`src/rtl/snn_pkg.sv`:
```
// Shared defaults, FSM state encoding and saturating arithmetic for the SNN tick scheduler.
package snn_pkg;

    localparam int unsigned SNN_NUM_NEURONS = 16;
    localparam int unsigned SNN_NUM_INPUTS  = 16;
    localparam int unsigned SNN_WEIGHT_W    = 8;
    localparam int unsigned SNN_POT_W       = 16;
    localparam int unsigned SAT_W           = 48;

    typedef enum logic [2:0] {
        ST_IDLE   = 3'd0,
        ST_LOAD   = 3'd1,
        ST_ACCUM  = 3'd2,
        ST_DRAIN  = 3'd3,
        ST_UPDATE = 3'd4,
        ST_DONE   = 3'd5
    } state_e;

    // Wide signed add clamped to the signed range of a w-bit value.
    function automatic logic signed [SAT_W-1:0] sat_add(
        input logic signed [SAT_W-1:0] a,
        input logic signed [SAT_W-1:0] b,
        input int unsigned             w
    );
        logic signed [SAT_W-1:0] sum;
        logic signed [SAT_W-1:0] hi;
        logic signed [SAT_W-1:0] lo;
        sum = a + b;
        hi  = (SAT_W'(1) << (w - 1)) - SAT_W'(1);
        lo  = ~hi;
        if (sum > hi) begin
            return hi;
        end else if (sum < lo) begin
            return lo;
        end
        return sum;
    endfunction

endpackage

```
`src/rtl/snn_neuron_update.sv`:
```
// Combinational membrane update: pot + acc - leak with saturation, threshold fire, floor at zero.
module snn_neuron_update
    import snn_pkg::*;
#(
    parameter int unsigned POT_W = SNN_POT_W,
    parameter int unsigned ACC_W = SNN_POT_W + $clog2(SNN_NUM_INPUTS) + 1
) (
    input  logic signed [POT_W-1:0] pot_i,
    input  logic signed [ACC_W-1:0] acc_i,
    input  logic signed [POT_W-1:0] leak_i,
    input  logic signed [POT_W-1:0] threshold_i,
    output logic                    fire_o,
    output logic signed [POT_W-1:0] pot_next_o
);

    logic signed [SAT_W-1:0] v_wide;
    logic signed [POT_W-1:0] v;

    always_comb begin
        v_wide     = sat_add(SAT_W'(pot_i) + SAT_W'(acc_i), -SAT_W'(leak_i), POT_W);
        v          = POT_W'(v_wide);
        fire_o     = (v >= threshold_i);
        pot_next_o = (fire_o || v[POT_W-1]) ? '0 : v;
    end

endmodule

```
`src/rtl/snn_tick_scheduler.sv`:
```
// Per-tick SNN sequencer: accumulates spike-gated weights per neuron, updates potentials, fires.
// Optional per-tick leak input is enabled by defining SNN_LEAK_EN.
module snn_tick_scheduler
    import snn_pkg::*;
#(
    parameter int unsigned NUM_NEURONS = SNN_NUM_NEURONS,
    parameter int unsigned NUM_INPUTS  = SNN_NUM_INPUTS,
    parameter int unsigned WEIGHT_W    = SNN_WEIGHT_W,
    parameter int unsigned POT_W       = SNN_POT_W,
    localparam int unsigned AW         = $clog2(NUM_NEURONS * NUM_INPUTS)
) (
    input  logic                    wb_clk_i,
    input  logic                    wb_rst_n_i,
    input  logic                    start_i,
    input  logic [NUM_INPUTS-1:0]   spikes_in_i,
    input  logic signed [POT_W-1:0] threshold_i,
`ifdef SNN_LEAK_EN
    input  logic signed [POT_W-1:0] leak_i,
`endif
    output logic                    busy_o,
    output logic                    done_o,
    output logic [NUM_NEURONS-1:0]  spikes_out_o,
    input  logic                    host_req_i,
    input  logic                    host_we_i,
    input  logic [AW-1:0]           host_addr_i,
    input  logic [WEIGHT_W-1:0]     host_wdata_i,
    output logic                    host_gnt_o,
    output logic [WEIGHT_W-1:0]     host_rdata_o,
    output logic                    mem_en_o,
    output logic                    mem_we_o,
    output logic [AW-1:0]           mem_addr_o,
    output logic [WEIGHT_W-1:0]     mem_wdata_o,
    input  logic [WEIGHT_W-1:0]     mem_rdata_i
);

    localparam int unsigned NI_W  = $clog2(NUM_INPUTS);
    localparam int unsigned NN_W  = $clog2(NUM_NEURONS);
    localparam int unsigned ACC_W = POT_W + NI_W + 1;

    state_e                  state_q, state_d;
    logic [NN_W-1:0]         n_q, n_d;
    logic [NI_W-1:0]         i_q, i_d;
    logic signed [ACC_W-1:0] acc_q, acc_d;
    logic                    rd_pend_q, rd_pend_d;
    logic [NUM_INPUTS-1:0]   spk_in_q, spk_in_d;
    logic [NUM_NEURONS-1:0]  spk_q, spk_d;
    logic signed [POT_W-1:0] pot_q [NUM_NEURONS];
    logic signed [POT_W-1:0] pot_d [NUM_NEURONS];
    logic                    busy_q, busy_d;
    logic                    done_q, done_d;
    logic [NUM_NEURONS-1:0]  spikes_out_q, spikes_out_d;

    logic signed [POT_W-1:0] leak_w;
    logic                    upd_fire;
    logic signed [POT_W-1:0] upd_pot;

`ifdef SNN_LEAK_EN
    assign leak_w = leak_i;
`else
    assign leak_w = '0;
`endif

    snn_neuron_update #(
        .POT_W (POT_W),
        .ACC_W (ACC_W)
    ) u_neuron_update (
        .pot_i       (pot_q[n_q]),
        .acc_i       (acc_q),
        .leak_i      (leak_w),
        .threshold_i (threshold_i),
        .fire_o      (upd_fire),
        .pot_next_o  (upd_pot)
    );

    // Weight RAM returns data one cycle after the request, so host read data is a pass-through.
    assign host_rdata_o = mem_rdata_i;
    assign busy_o       = busy_q;
    assign done_o       = done_q;
    assign spikes_out_o = spikes_out_q;

    // Next-state and memory-port arbitration; host only owns the port while idle.
    always_comb begin
        state_d      = state_q;
        n_d          = n_q;
        i_d          = i_q;
        acc_d        = acc_q;
        rd_pend_d    = 1'b0;
        spk_in_d     = spk_in_q;
        spk_d        = spk_q;
        pot_d        = pot_q;
        spikes_out_d = spikes_out_q;
        host_gnt_o   = 1'b0;
        mem_en_o     = 1'b0;
        mem_we_o     = 1'b0;
        mem_addr_o   = '0;
        mem_wdata_o  = '0;

        if (rd_pend_q) begin
            acc_d = acc_q + ACC_W'(signed'(mem_rdata_i));
        end

        case (state_q)
            ST_IDLE: begin
                host_gnt_o  = host_req_i & wb_rst_n_i;
                mem_en_o    = host_req_i & wb_rst_n_i;
                mem_we_o    = host_we_i;
                mem_addr_o  = host_addr_i;
                mem_wdata_o = host_wdata_i;
                if (start_i) begin
                    state_d = ST_LOAD;
                end
            end
            ST_LOAD: begin
                spk_in_d = spikes_in_i;
                n_d      = '0;
                i_d      = '0;
                acc_d    = '0;
                state_d  = ST_ACCUM;
            end
            ST_ACCUM: begin
                mem_en_o   = spk_in_q[i_q];
                mem_addr_o = AW'(n_q) * AW'(NUM_INPUTS) + AW'(i_q);
                rd_pend_d  = spk_in_q[i_q];
                if (i_q == NI_W'(NUM_INPUTS - 1)) begin
                    state_d = ST_DRAIN;
                end else begin
                    i_d = i_q + NI_W'(1);
                end
            end
            ST_DRAIN: begin
                state_d = ST_UPDATE;
            end
            ST_UPDATE: begin
                pot_d[n_q] = upd_pot;
                spk_d[n_q] = upd_fire;
                acc_d      = '0;
                i_d        = '0;
                if (n_q == NN_W'(NUM_NEURONS - 1)) begin
                    state_d = ST_DONE;
                end else begin
                    n_d     = n_q + NN_W'(1);
                    state_d = ST_ACCUM;
                end
            end
            ST_DONE: begin
                state_d = ST_IDLE;
            end
            default: begin
                state_d = ST_IDLE;
            end
        endcase

        busy_d = (state_d != ST_IDLE);
        done_d = (state_d == ST_DONE);
        if (state_d == ST_DONE) begin
            spikes_out_d = spk_d;
        end
    end

    always_ff @(posedge wb_clk_i or negedge wb_rst_n_i) begin
        if (!wb_rst_n_i) begin
            state_q      <= ST_IDLE;
            n_q          <= '0;
            i_q          <= '0;
            acc_q        <= '0;
            rd_pend_q    <= 1'b0;
            spk_in_q     <= '0;
            spk_q        <= '0;
            busy_q       <= 1'b0;
            done_q       <= 1'b0;
            spikes_out_q <= '0;
            for (int k = 0; k < int'(NUM_NEURONS); k++) begin
                pot_q[k] <= '0;
            end
        end else begin
            state_q      <= state_d;
            n_q          <= n_d;
            i_q          <= i_d;
            acc_q        <= acc_d;
            rd_pend_q    <= rd_pend_d;
            spk_in_q     <= spk_in_d;
            spk_q        <= spk_d;
            busy_q       <= busy_d;
            done_q       <= done_d;
            spikes_out_q <= spikes_out_d;
            pot_q        <= pot_d;
        end
    end

endmodule
```
`config.mk`:
```
export PLATFORM = sky130hd
export DESIGN_NAME = snn_tick_scheduler
export DESIGN_NICKNAME = d
export VERILOG_FILES = /design/src/rtl/snn_pkg.sv /design/src/rtl/snn_neuron_update.sv /design/src/rtl/snn_tick_scheduler.sv
export SDC_FILE = /design/constraint.sdc
export NUM_CORES = 1
export LEC_CHECK = 0
export ABC_AREA = 1
export BUFFER_PORTS_ARGS = -buffer_cell sky130_fd_sc_hd__buf_2
export CORE_MARGIN = 10
export CORE_UTILIZATION = 60
export CTS_BUF_LIST = sky130_fd_sc_hd__clkbuf_16
export CTS_CLUSTER_DIAMETER = 50
export DETAILED_ROUTE_END_ITERATION = 16
export PLACE_DENSITY_LB_ADDON = 0.1
export SLEW_MARGIN = 15
export SYNTH_ARGS = -nofsm -noshare
export SYNTH_HDL_FRONTEND = slang
export SYNTH_SLANG_ARGS = --single-unit
```
`constraint.sdc`:
```
create_clock -name wb_clk_i -period 6.3 [get_ports wb_clk_i]
set_input_delay 0.63 -clock wb_clk_i [delete_from_list [all_inputs] [get_ports wb_clk_i]]
set_output_delay 0.63 -clock wb_clk_i [all_outputs]
set_load 0.005 [all_outputs]
```
==> metrics.txt <==
# TYPE chip_impl_metric gauge
chip_impl_info{name="status",value="completed"} 1
chip_impl_info{name="critical_path.reg2reg.endpoint",value="spikes_out_o[4]"} 1
chip_impl_metric{name="drt-initial-drc-count",unit=""} 2254
chip_impl_info{name="cp-start-kind",value="register"} 1
chip_impl_info{name="endpoint_kind",value="register"} 1
chip_impl_metric{name="number_of_global_route_vias_before_repair",unit=""} 17250
chip_impl_metric{name="placed_cell_area",unit="mm^2"} 0.01964
chip_impl_metric{name="antenna_left",unit=""} 0
chip_impl_info{name="crit_startpoint",value="n_q[0]"} 1
chip_impl_metric{name="die_area",unit="mm^2"} 0.03893
chip_impl_metric{name="finalCoreUtilization",unit="%"} 67.97
chip_impl_info{name="synth_area_leaders",value="sky130_fd_sc_hd__dfrtp_1 (45%), sky130_fd_sc_hd__nand2_1 (16%), sky130_fd_sc_hd__o21ai_0 (5.2%)"} 1
chip_impl_metric{name="place.gp.congestion",unit=""} 0.9759
chip_impl_metric{name="remaining_design_rule_violation_count",unit=""} 0
chip_impl_metric{name="asyncSetResetFlopFracSynth",unit="%"} 100.0
chip_impl_info{name="path_class",value="reg -> reg"} 1
chip_impl_metric{name="ff2ff_setup_slack",unit="ps"} 400
chip_impl_metric{name="cts.htree.levels",unit=""} 2
chip_impl_metric{name="fp-row-count",unit=""} 64
chip_impl_metric{name="pwr_density_cell",unit="mW/mm^2"} 387.4
chip_impl_metric{name="tritoncts.num_buffers",unit=""} 40
chip_impl_info{name="hold_path.class",value="in -> async"} 1
chip_impl_metric{name="synth_top_cell_area_share",unit="%"} 44.85
chip_impl_info{name="regToRegStartpoint",value="n_q[0]"} 1
chip_impl_metric{name="io_buffer_count",unit=""} 105
chip_impl_info{name="synth.top_cells.by_count",value="sky130_fd_sc_hd__nand2_1 (813), sky130_fd_sc_hd__dfrtp_1 (338), sky130_fd_sc_hd__nor2_1 (222), sky130_fd_sc_hd__o21ai_0 (196), sky130_fd_sc_hd__nand3_1 (193)"} 1
chip_impl_metric{name="worst_path_bufs_invs",unit=""} 4
chip_impl_metric{name="postSynthCellCount",unit=""} 2509
chip_impl_info{name="root_cell_of_the_clock_tree",value="sky130_fd_sc_hd__clkbuf_16"} 1
chip_impl_info{name="cpLargestDelayFamily",value="simple AND/OR/NAND/NOR gates"} 1
chip_impl_metric{name="worstPathRequired",unit="ps"} 6710
chip_impl_metric{name="ff2ff_path_depth",unit=""} 31
chip_impl_metric{name="postSynthNetCount",unit=""} 2634
chip_impl_metric{name="wl",unit="mm"} 58.60
chip_impl_metric{name="critPathMaxStageDelay",unit="ps"} 440
chip_impl_metric{name="vias",unit=""} 18030
chip_impl_metric{name="grt_util_all_layers",unit="%"} 29.54
chip_impl_metric{name="drv_cap",unit=""} 0
chip_impl_metric{name="antenna_found_initial",unit=""} 0
chip_impl_metric{name="final.fill_count",unit=""} 2584
chip_impl_info{name="cp_slowest_cell",value="sky130_fd_sc_hd__dfrtp_4"} 1
chip_impl_metric{name="grt_max_degree",unit=""} 159
chip_impl_info{name="synth_ff_type",value="sky130_fd_sc_hd__dfrtp_1"} 1
chip_impl_metric{name="period_share",unit="%"} 93.69
chip_impl_metric{name="power_leakage",unit="nW"} 10.02
chip_impl_metric{name="insertedDiodeCount",unit=""} 0
chip_impl_metric{name="final-hold-violation-count",unit=""} 0
chip_impl_metric{name="syn2layout_area_growth",unit="%"} 11.11
chip_impl_metric{name="grt_first_pass_wirelength",unit="mm"} 92.70
chip_impl_metric{name="finalSetupViolations",unit=""} 0
chip_impl_metric{name="synth.yosys.seq_area_share",unit="%"} 44.85
chip_impl_metric{name="period_minus_slack",unit="ps"} 5902
chip_impl_metric{name="finalSetupTns",unit="ps"} 0
chip_impl_metric{name="die-width",unit="um"} 197.3
chip_impl_info{name="grt_setup_unrepaired",value="false"} 1
chip_impl_metric{name="dr.pass1.iters",unit=""} 6
chip_impl_metric{name="design.portCount",unit=""} 106
chip_impl_metric{name="finish.cell_count_without_fillers",unit=""} 2986
chip_impl_metric{name="place_inst",unit=""} 2913
chip_impl_metric{name="data_arrival_time_at_the_worst_slack_endpoint",unit="ps"} 6310
chip_impl_metric{name="worst_setup_hold_path_clk_slew",unit="ps"} 60
chip_impl_metric{name="viasPerCell",unit=""} 6.037
chip_impl_metric{name="clock_path_buffers",unit=""} 3
chip_impl_metric{name="syn_area",unit="mm^2"} 0.01886
chip_impl_metric{name="timing.final.max_slew_violations",unit=""} 0
chip_impl_info{name="tritoncts_clock_tree",value="done"} 1
chip_impl_metric{name="max_slew.worst_pin.slew",unit="ps"} 1177
chip_impl_metric{name="synth.lib_cells_used.distinct",unit=""} 44
chip_impl_info{name="worst_path_most_repeated_cell",value="sky130_fd_sc_hd__nand2_1"} 1
chip_impl_metric{name="post_synthesis_sequential_element_count",unit=""} 338
chip_impl_metric{name="synth.avg_cell_area",unit="um^2"} 7.517
chip_impl_metric{name="number_of_enable_type_register_cells_in_the_synthesized_netlist",unit=""} 0
chip_impl_metric{name="timing.slew.headroom",unit="%"} 21.46
chip_impl_metric{name="peakVddDrop",unit="uV"} 397.0
chip_impl_metric{name="drive_gt1_share",unit="%"} 10.39
chip_impl_metric{name="synth.yosys.warnings",unit=""} 0
chip_impl_metric{name="holdBufCountCts",unit=""} 0
chip_impl_info{name="synthMostInstantiatedCell",value="sky130_fd_sc_hd__nand2_1"} 1
chip_impl_metric{name="die_y",unit="um"} 197.3
chip_impl_metric{name="global_route_congestion_overflow_total",unit=""} 0
chip_impl_metric{name="post-dp-hpwl",unit="mm"} 38.28
chip_impl_metric{name="clock_latency",unit="ps"} 550
chip_impl_metric{name="layout.nets",unit=""} 2685
chip_impl_metric{name="max_freq",unit="MHz"} 169.4
chip_impl_metric{name="crit_fanout",unit=""} 77
chip_impl_metric{name="fin_skew",unit="ps"} 20.64
chip_impl_metric{name="finalInstanceArea",unit="mm^2"} 0.02096
chip_impl_metric{name="wl_per_cell",unit="um"} 19.62
chip_impl_metric{name="core_area",unit="mm^2"} 0.03083
chip_impl_info{name="post-synth-top-area-cell",value="sky130_fd_sc_hd__dfrtp_1"} 1
chip_impl_metric{name="initial_utilization",unit="%"} 61.18
chip_impl_metric{name="cts_sinks",unit=""} 338
[how the worst max path moves through the flow]
stage                       to  slack [ps]  depth (start not counted)
3_3_place_gp         pot_q[11]         290                         30
4_1_cts              pot_q[97]         210                         31
2_1_floorplan        pot_q[64]        1220                         32
5_1_grt              pot_q[92]          20                         34
6_report       spikes_out_o[4]         400                         31
3_5_place_dp        pot_q[108]         250                         31
[per-layer routing]
metal  vias to the layer above  part of all wire [%]  global-route usage, %  wire [um]
li1                       8351                     -                      -          -
met1                      8599                    41                  39.64      24260
met2                       938                    45                  46.47      26320
met3                       139                    10                  6.388       6057
met4                         0                   3.3                  10.42       1963
met5                         -                     0                      0          0
[state kept, by name (all words and copies together) (netlist names)]
name          cells
pot_q           256
acc_q            21
spikes_out_o     16
spk_in_q         16
spk_q            15
i_q               4
n_q               4
state_q           3
busy_o            1
done_o            1
rd_pend_q         1
[per-stage QoR]
step                total power (W)  hold WS, ps  setup WS (ps)
floorplan                  0.004878        334.4           1218
global placement           0.005748        451.2          292.6
detailed placement         0.005794        458.9          251.8
CTS                        0.008017        129.2          213.0
global route               0.008535        129.4          24.51
finish                     0.008119        86.86          397.8
[area by class of cell]
type	count	area, um^2	share of cell area [%]
timing repair buffer	161	1080	5.153
clock inverter	31	252.7	1.206
clock buffer	41	1026	4.896
tap	396	495.5	2.364
sequential	338	8463	40.39
multi-input combinational	1858	9031	43.10
inverter	161	606.8	2.896
[where the power goes]
part / switching, W / internal, W / total [W]
combinational: 0.00252 / 0.000947 / 0.00347
clock: 0.000949 / 0.00128 / 0.00223
sequential: 0.000114 / 0.00231 / 0.00242
total: 0.00359 / 0.00453 / 0.00812
[kinds of logic after synthesis]
kind of cell	after synthesis	share of synthesized area (%)
buffers and inverters	313	7.324
DFF	338	44.85
adders and majority gates	64	4.325
xor gates and xnor gates	20	0.9288
AOI/OAI and AO/OA	385	11.16
and+or+nand+nor	1389	31.41
[layout by cell type, fill, tap and decap left out, types with 6 or more instances in the layout]
| master | instances |
|---|---|
| sky130_fd_sc_hd__xnor2_1 | 7 |
| sky130_fd_sc_hd__o31ai_1 | 7 |
| sky130_fd_sc_hd__ha_1 | 62 |
| sky130_fd_sc_hd__clkinv_1 | 16 |
| sky130_fd_sc_hd__xor2_1 | 13 |
| sky130_fd_sc_hd__a31oi_1 | 6 |
| sky130_fd_sc_hd__nor2_2 | 17 |
| sky130_fd_sc_hd__inv_1 | 158 |
| sky130_fd_sc_hd__a21oi_1 | 86 |
| sky130_fd_sc_hd__o22ai_1 | 63 |
| sky130_fd_sc_hd__buf_2 | 104 |
| sky130_fd_sc_hd__buf_4 | 44 |
| sky130_fd_sc_hd__nand4_1 | 100 |
| sky130_fd_sc_hd__nand2_1 | 813 |
| sky130_fd_sc_hd__o21bai_1 | 13 |
| sky130_fd_sc_hd__dfrtp_1 | 336 |
| sky130_fd_sc_hd__nand3_1 | 193 |
| sky130_fd_sc_hd__nand2_4 | 13 |
| sky130_fd_sc_hd__nand2_2 | 12 |
| sky130_fd_sc_hd__buf_12 | 9 |
| sky130_fd_sc_hd__o21ai_0 | 196 |
| sky130_fd_sc_hd__nor2_1 | 221 |
| sky130_fd_sc_hd__clkbuf_16 | 41 |
[repair_timing]
item,4_1_cts,5_1_grt
setup endpoints to repair,0,241
buffers inserted,0,1
hold endpoints to repair,0,0
gates resized for setup,0,5
Power figures use the tool's default switching activity.
